--- src/rtl/iob_bus_merge.sv ---
// Two-master (ibus/dbus) to one-memory-port request merger with one outstanding read.
// Define IOB_BUS_MERGE_RR_EN for round-robin arbitration; default is fixed priority (dbus wins).
module iob_bus_merge #(
  parameter  int ADDR_W = 32,
  parameter  int DATA_W = 32,
  localparam int REQ_W  = 1 + ADDR_W + DATA_W + DATA_W/8,
  localparam int RESP_W = DATA_W + 2
) (
  input  logic              clk,
  input  logic              resetn,
  input  logic [REQ_W-1:0]  ibus_req,
  output logic [RESP_W-1:0] ibus_resp,
  input  logic [REQ_W-1:0]  dbus_req,
  output logic [RESP_W-1:0] dbus_resp,
  output logic [REQ_W-1:0]  mem_req,
  input  logic [RESP_W-1:0] mem_resp
);
  typedef enum logic [1:0] {IDLE, HOLD, RD_WAIT} state_t;

  state_t            state_q, state_d;
  logic              owner_q, owner_d;
  logic              pend_i, pend_d, win, sel, fwd, acc, wr;
  logic              mem_ready, mem_rvalid;
  logic [DATA_W-1:0] mem_rdata;
  logic [REQ_W-1:0]  sel_req;

  assign pend_i     = ibus_req[REQ_W-1];
  assign pend_d     = dbus_req[REQ_W-1];
  assign mem_rdata  = mem_resp[RESP_W-1:2];
  assign mem_ready  = mem_resp[1];
  assign mem_rvalid = mem_resp[0];

`ifdef IOB_BUS_MERGE_RR_EN
  // ptr_q names the preferred master when both are pending.
  logic ptr_q, ptr_d;
  assign win   = (pend_i && pend_d) ? ptr_q : pend_d;
  assign ptr_d = acc ? ~sel : ptr_q;
  always_ff @(posedge clk or negedge resetn)
    if (!resetn) ptr_q <= 1'b0;
    else         ptr_q <= ptr_d;
`else
  assign win = pend_d;
`endif

  always_comb begin
    sel     = (state_q == HOLD) ? owner_q : win;
    sel_req = sel ? dbus_req : ibus_req;
    // Reset is folded in so mem_req is quiet while resetn is low.
    fwd     = resetn && (state_q != RD_WAIT) && sel_req[REQ_W-1];
    acc     = fwd && mem_ready;
    wr      = |sel_req[DATA_W/8-1:0];
    mem_req = fwd ? sel_req : '0;

    ibus_resp = '0;
    dbus_resp = '0;
    if (fwd) begin
      if (sel) dbus_resp[1] = mem_ready;
      else     ibus_resp[1] = mem_ready;
    end
    if (state_q == RD_WAIT) begin
      if (owner_q) dbus_resp = {mem_rdata, 1'b0, mem_rvalid};
      else         ibus_resp = {mem_rdata, 1'b0, mem_rvalid};
    end

    state_d = state_q;
    owner_d = owner_q;
    case (state_q)
      IDLE: if (fwd) begin
        owner_d = sel;
        state_d = acc ? (wr ? IDLE : RD_WAIT) : HOLD;
      end
      HOLD: begin
        if (!fwd)     state_d = IDLE;
        else if (acc) state_d = wr ? IDLE : RD_WAIT;
      end
      RD_WAIT: if (mem_rvalid) state_d = IDLE;
      default: state_d = IDLE;
    endcase
  end

  always_ff @(posedge clk or negedge resetn)
    if (!resetn) begin
      state_q <= IDLE;
      owner_q <= 1'b0;
    end else begin
      state_q <= state_d;
      owner_q <= owner_d;
    end
endmodule

--- config.mk ---
export PLATFORM = sky130hd
export DESIGN_NAME = iob_bus_merge
export DESIGN_NICKNAME = d
export VERILOG_FILES = /design/src/rtl/iob_bus_merge.sv
export SDC_FILE = /design/constraint.sdc
export NUM_CORES = 1
export LEC_CHECK = 0
export CORE_AREA = 2 2 120 122
export DETAILED_ROUTE_END_ITERATION = 16
export DIE_AREA = 0 0 122 124
export GPL_ROUTABILITY_DRIVEN = 0
export SLEW_MARGIN = 20
export SYNTH_ARGS = -nofsm -noshare
export SYNTH_HDL_FRONTEND = slang
export SYNTH_SLANG_ARGS = --single-unit
--- constraint.sdc ---
create_clock -name clk -period 6.01 [get_ports clk]
set_clock_uncertainty 0.05 [all_clocks]
set_input_delay 1.5025 -clock clk [delete_from_list [all_inputs] [get_ports clk]]
set_output_delay 1.5025 -clock clk [all_outputs]
set_load 0.005 [all_outputs]
* Yosys cells after proc, flatten, opt, wreduce, memory -nomap -nowiden
Index checks and enable logic that the tools add are counted.
** Storage, ports and cells
- Output and inout bits :: 137
- Register bits :: 3
** Cells by class
- Eq/ne operators :: 6
- Reduce and logical (&&, ||, !) cells :: 7
- Multiplexer cells :: 18
** Operators with widths (count)
- 69-bit two-way mux :: 2
- 34-bit two-way mux :: 4
- 2-bit two-way mux :: 6
- 2-bit != test, second input constant :: 3
- 2-bit case mux with 3 select lines :: 1
- 1-bit two-way mux :: 5
- 4-bit OR reduction :: 1
- 1-bit logical AND :: 3
- 3-bit != test, second input constant :: 1
- 3-bit AND reduction :: 1
- 2-bit by 1-bit equality test with 1-bit output, second input constant :: 1
- 2-bit equality test, second input constant :: 1
- 2-bit logical NOT :: 1
- 2-bit AND reduction :: 1

* Logic depth before layout (Yosys ltp)
- Depth in word-level cells :: 8
- Gate-level depth with buffers :: 6
- Gate-level depth less buffers :: 5

* Worst setup path after synthesis
No wires, ideal clock.
- Path kind :: input to output
- Start :: input dbus_req[68]
- End :: output mem_req[58]
- Slack :: 2.062 ns
- Data required time :: 4.457 ns
- Arrival :: 2.395 ns
- Cell stages on the path :: 5
- Path through :: mux2_2 -> o2111ai_4 -> buf_4 -> buf_6 -> a21oi_1
** Between the ends
- Longest elaborated chain between the ends :: 4
** Ends and longest elaborated chain
- start: declaration :: line 13 : input logic [REQ_W-1:0] dbus_req,
- 1-bit two-way mux :: line 46 : sel = (state_q == HOLD) ? owner_q : win;
- 69-bit two-way mux * :: line 47 : sel_req = sel ? dbus_req : ibus_req;
- 1-bit logical AND :: line 49 : fwd = resetn && (state_q != RD_WAIT) && sel_req[REQ_W-1];
- 69-bit two-way mux * :: line 52 : mem_req = fwd ? sel_req : '0;
- end: declaration :: line 15 : output logic [REQ_W-1:0] mem_req,
Mark *: on every way between the ends. The rest lies on a longest branch, timed or not.

* Final worst setup path
- Start :: input dbus_req[68]
- End :: output mem_req[48]
Same word-level chain as after synthesis.

==> impl_results.md <==
- Arr. time, crit path: 3560 ps
- Synth Register Bits: 3
- PwrDens: 91.96 nW/µm²
- Final cycle utilization of the critical path: 0.8505
- NumNets Final: 791
- Syn_nets: 495
- Post-route cell area: 5010 µm²
- Final setup fails: 0
- Worst slew pin tran: 482.8 ps
- Crit path from: dbus_req[68]
- Ys Warns: 0
- Max Fclk: 0.1956 GHz
- RSZ-0062 raised after global routing: false
- Clock slew at reported path FFs: 30 ps
- Hold crit path type: flop to flop
- CTS tree: done
- Fin worst setup slack: 898.4 ps
- Largest net degree at the start of global routing: 70
- Root Driver: clkbuf_16
- Maximum fanout along the worst path: 36
- CTS Buffer Depth: 2
- Cts bufs inserted: 3
- Total detailed-routing wirelength: 12.28 mm
- First-pass GRT wire length: 17.39 mm
- Req. time, crit path: 4460 ps
- Tot Pwr: 460.7 µW
- Post-route ant nets: 0
- DRT iter0 DRCs: 162
- Top-area cell type share of the netlist area: 0.3111
- Cts hold-fix bufs: 0
- IO Pins: 311
- Sequential power share: 0.057
- Sequential area share after synthesis: 0.04542
- Dpl cells: 792
- Die Wd: 122 µm
- Port buffer count: 310
- Fin. Hold Viols: 0
- CP endpoint kind: output port
- Layout cells sized above 1: 0.02922
- Drt wl/cell: 15.43 µm
- Sw power: 147.0 µW
- Slew Viols, Final: 0
- Cts repair resizes: 0
- Slew HR: 0.6713
- Clock Latency Late Sink: 220 ps
- Core area: 13720 µm²
- Setup TNS: 0 ps
- WS Path Type: input pin to output port
- Logic pwr share: 0.717
- R2R Path Start: owner_q$_DFFE_PN0P_
- Internal power: 313.7 µW
- Pre-CTS WS: 859.7 ps
- H-tree lvl count: 1
- Max-cap violations: 0
- Via count: 3196
- Synth top cells by count: nand2_1, a21oi_1, and2_1, clkbuf_1, buf_2
- Post-synth ARST share: 1.000
- Sequential cell area: 75.07 µm²
- Switching part of the total: 0.3192
- GRT overflow: 0
- Largest area contributor in the netlist: nand2_1
- Top cells by area, synth: nand2_1, and2_1, a21oi_1
- Total GRT Usage: 0.1447
- Synth unique cells: 22
- # rows: 43
- Placed Area: 4931 µm²
- Die H: 124 µm
- Synth Flop Type: dfrtp_1
- Most common cell in the synthesized netlist: nand2_1
- Dpl hpwl: 9.893 mm
- Via density: 4.015
- Post-CTS Setup Bufs: 0
- Multi-input gate area: 1435 µm²
- Area grow syn2layout: 203.1%
- Syn_area_per_cell: 5.149 µm²
- DR pass1 iterations: 4
- DRC: 0
- Initial antenna violation count: 0
- Post-Layout Cell Count: 796
- Die ar.: 15130 µm²
- Clock network power share: 0.227
- Starting Density: 0.1205
- Fin crit period: 5112 ps
- Antenna cells: 0
- FILL cells: 1444
- Hold Crit Start: state_q[1]$_DFFE_PN0P_
- Post-Syn Area: 1653 µm²
- Status: completed
- Post-synth EDFFs: 0
- Worst setup SP type: input pin
- # clock sinks: 3
- Leak Pwr: 0.001926 µW
- Peak VDD IR: 0.00007637 V
- Vias in the first global route: 3210
- Cells after Synth: 321
layer usage:
metal | part of all wire | wire, µm | up-vias | global-route usage
met5 | 0 | 0 | - | 0
met4 | 0 | 0 | 0 | 0.008621
met3 | 0.11 | 1331 | 0 | 0.04075
met2 | 0.45 | 5589 | 188 | 0.2542
met1 | 0.44 | 5363 | 1394 | 0.1844
li1 | - | - | 1614 | -
sequential cells by signal, summed over array words and instances (netlist names):
register	cells
owner_q	1
state_q	2
critical path, stage by stage:
cell and delay, ps:
clkdlybuf4s50_1 510, mux2_2 330, o2111ai_4 220, buf_4 380, a21oi_1 90, clkdlybuf4s50_1 500
cells in the final DEF (no fill, tap or decap):
cell type,Yosys,layout
mux2_2,2,2
inv_1,1,1
o32ai_1,1,1
nor4_1,2,2
mux2_1,1,1
nand2_1,137,137
nand2b_4,1,1
a21oi_1,68,68
clkbuf_16,0,3
buf_12,0,2
inv_2,1,1
mux2i_4,1,1
nor3_1,4,4
nand2b_1,1,1
nor2_1,2,2
buf_4,4,6
and2_1,66,66
o2111ai_4,1,1
or2_2,1,1
mux2i_1,1,1
clkbuf_1,13,1
dfrtp_1,3,3
clkdlybuf4s50_1,0,310
kinds of logic after synthesis:
family	Yosys count	share of synthesized area
AOI/OAI and AO/OA	70	0.2271
buffers and inverters	29	0.08629
DFF	3	0.04542
muxes	5	0.04012
and+or+nand+nor	214	0.6011
final cells by class:
class / count / share of cell area
repair buffers: 318 / 0.6364
inverters: 2 / 0.001499
well taps: 180 / 0.04496
flip-flops and latches: 3 / 0.01499
multi-input cells: 289 / 0.2865
clock buffers: 4 / 0.01573
stage by stage:
step,util,hold WS [ps]
global placement,0.3594,454.4
finish,0.3652,470.8
detailed placement,0.3594,465.2
floorplan,-,426.0
CTS,0.3652,470.3
global route,0.3652,508.5
power groups by stage:
stage	clock, µW	sequential [µW]	combinational [µW]
final	104	26.2	330
after global routing	108	26.7	360
after CTS	106	26.2	336
after detailed placement	0	26.4	333
after global placement	0	26.1	332
after floorplan	0	25.6	109
final timing paths:
kind | endpoint | cells after the start | slack (ps)
max | mem_req[48] | 6 | 900
min | state_q[0]$_DFFE_PN0P_ | 1 | 470
max reg2reg | owner_q$_DFFE_PN0P_ | 5 | 3950
min reg2reg | state_q[0]$_DFFE_PN0P_ | 1 | 470
max in group asynchronous | state_q[0]$_DFFE_PN0P_ | 1 | 4250
min in group asynchronous | owner_q$_DFFE_PN0P_ | 1 | 1460
Note: power is estimated with default switching activity, not from simulation.
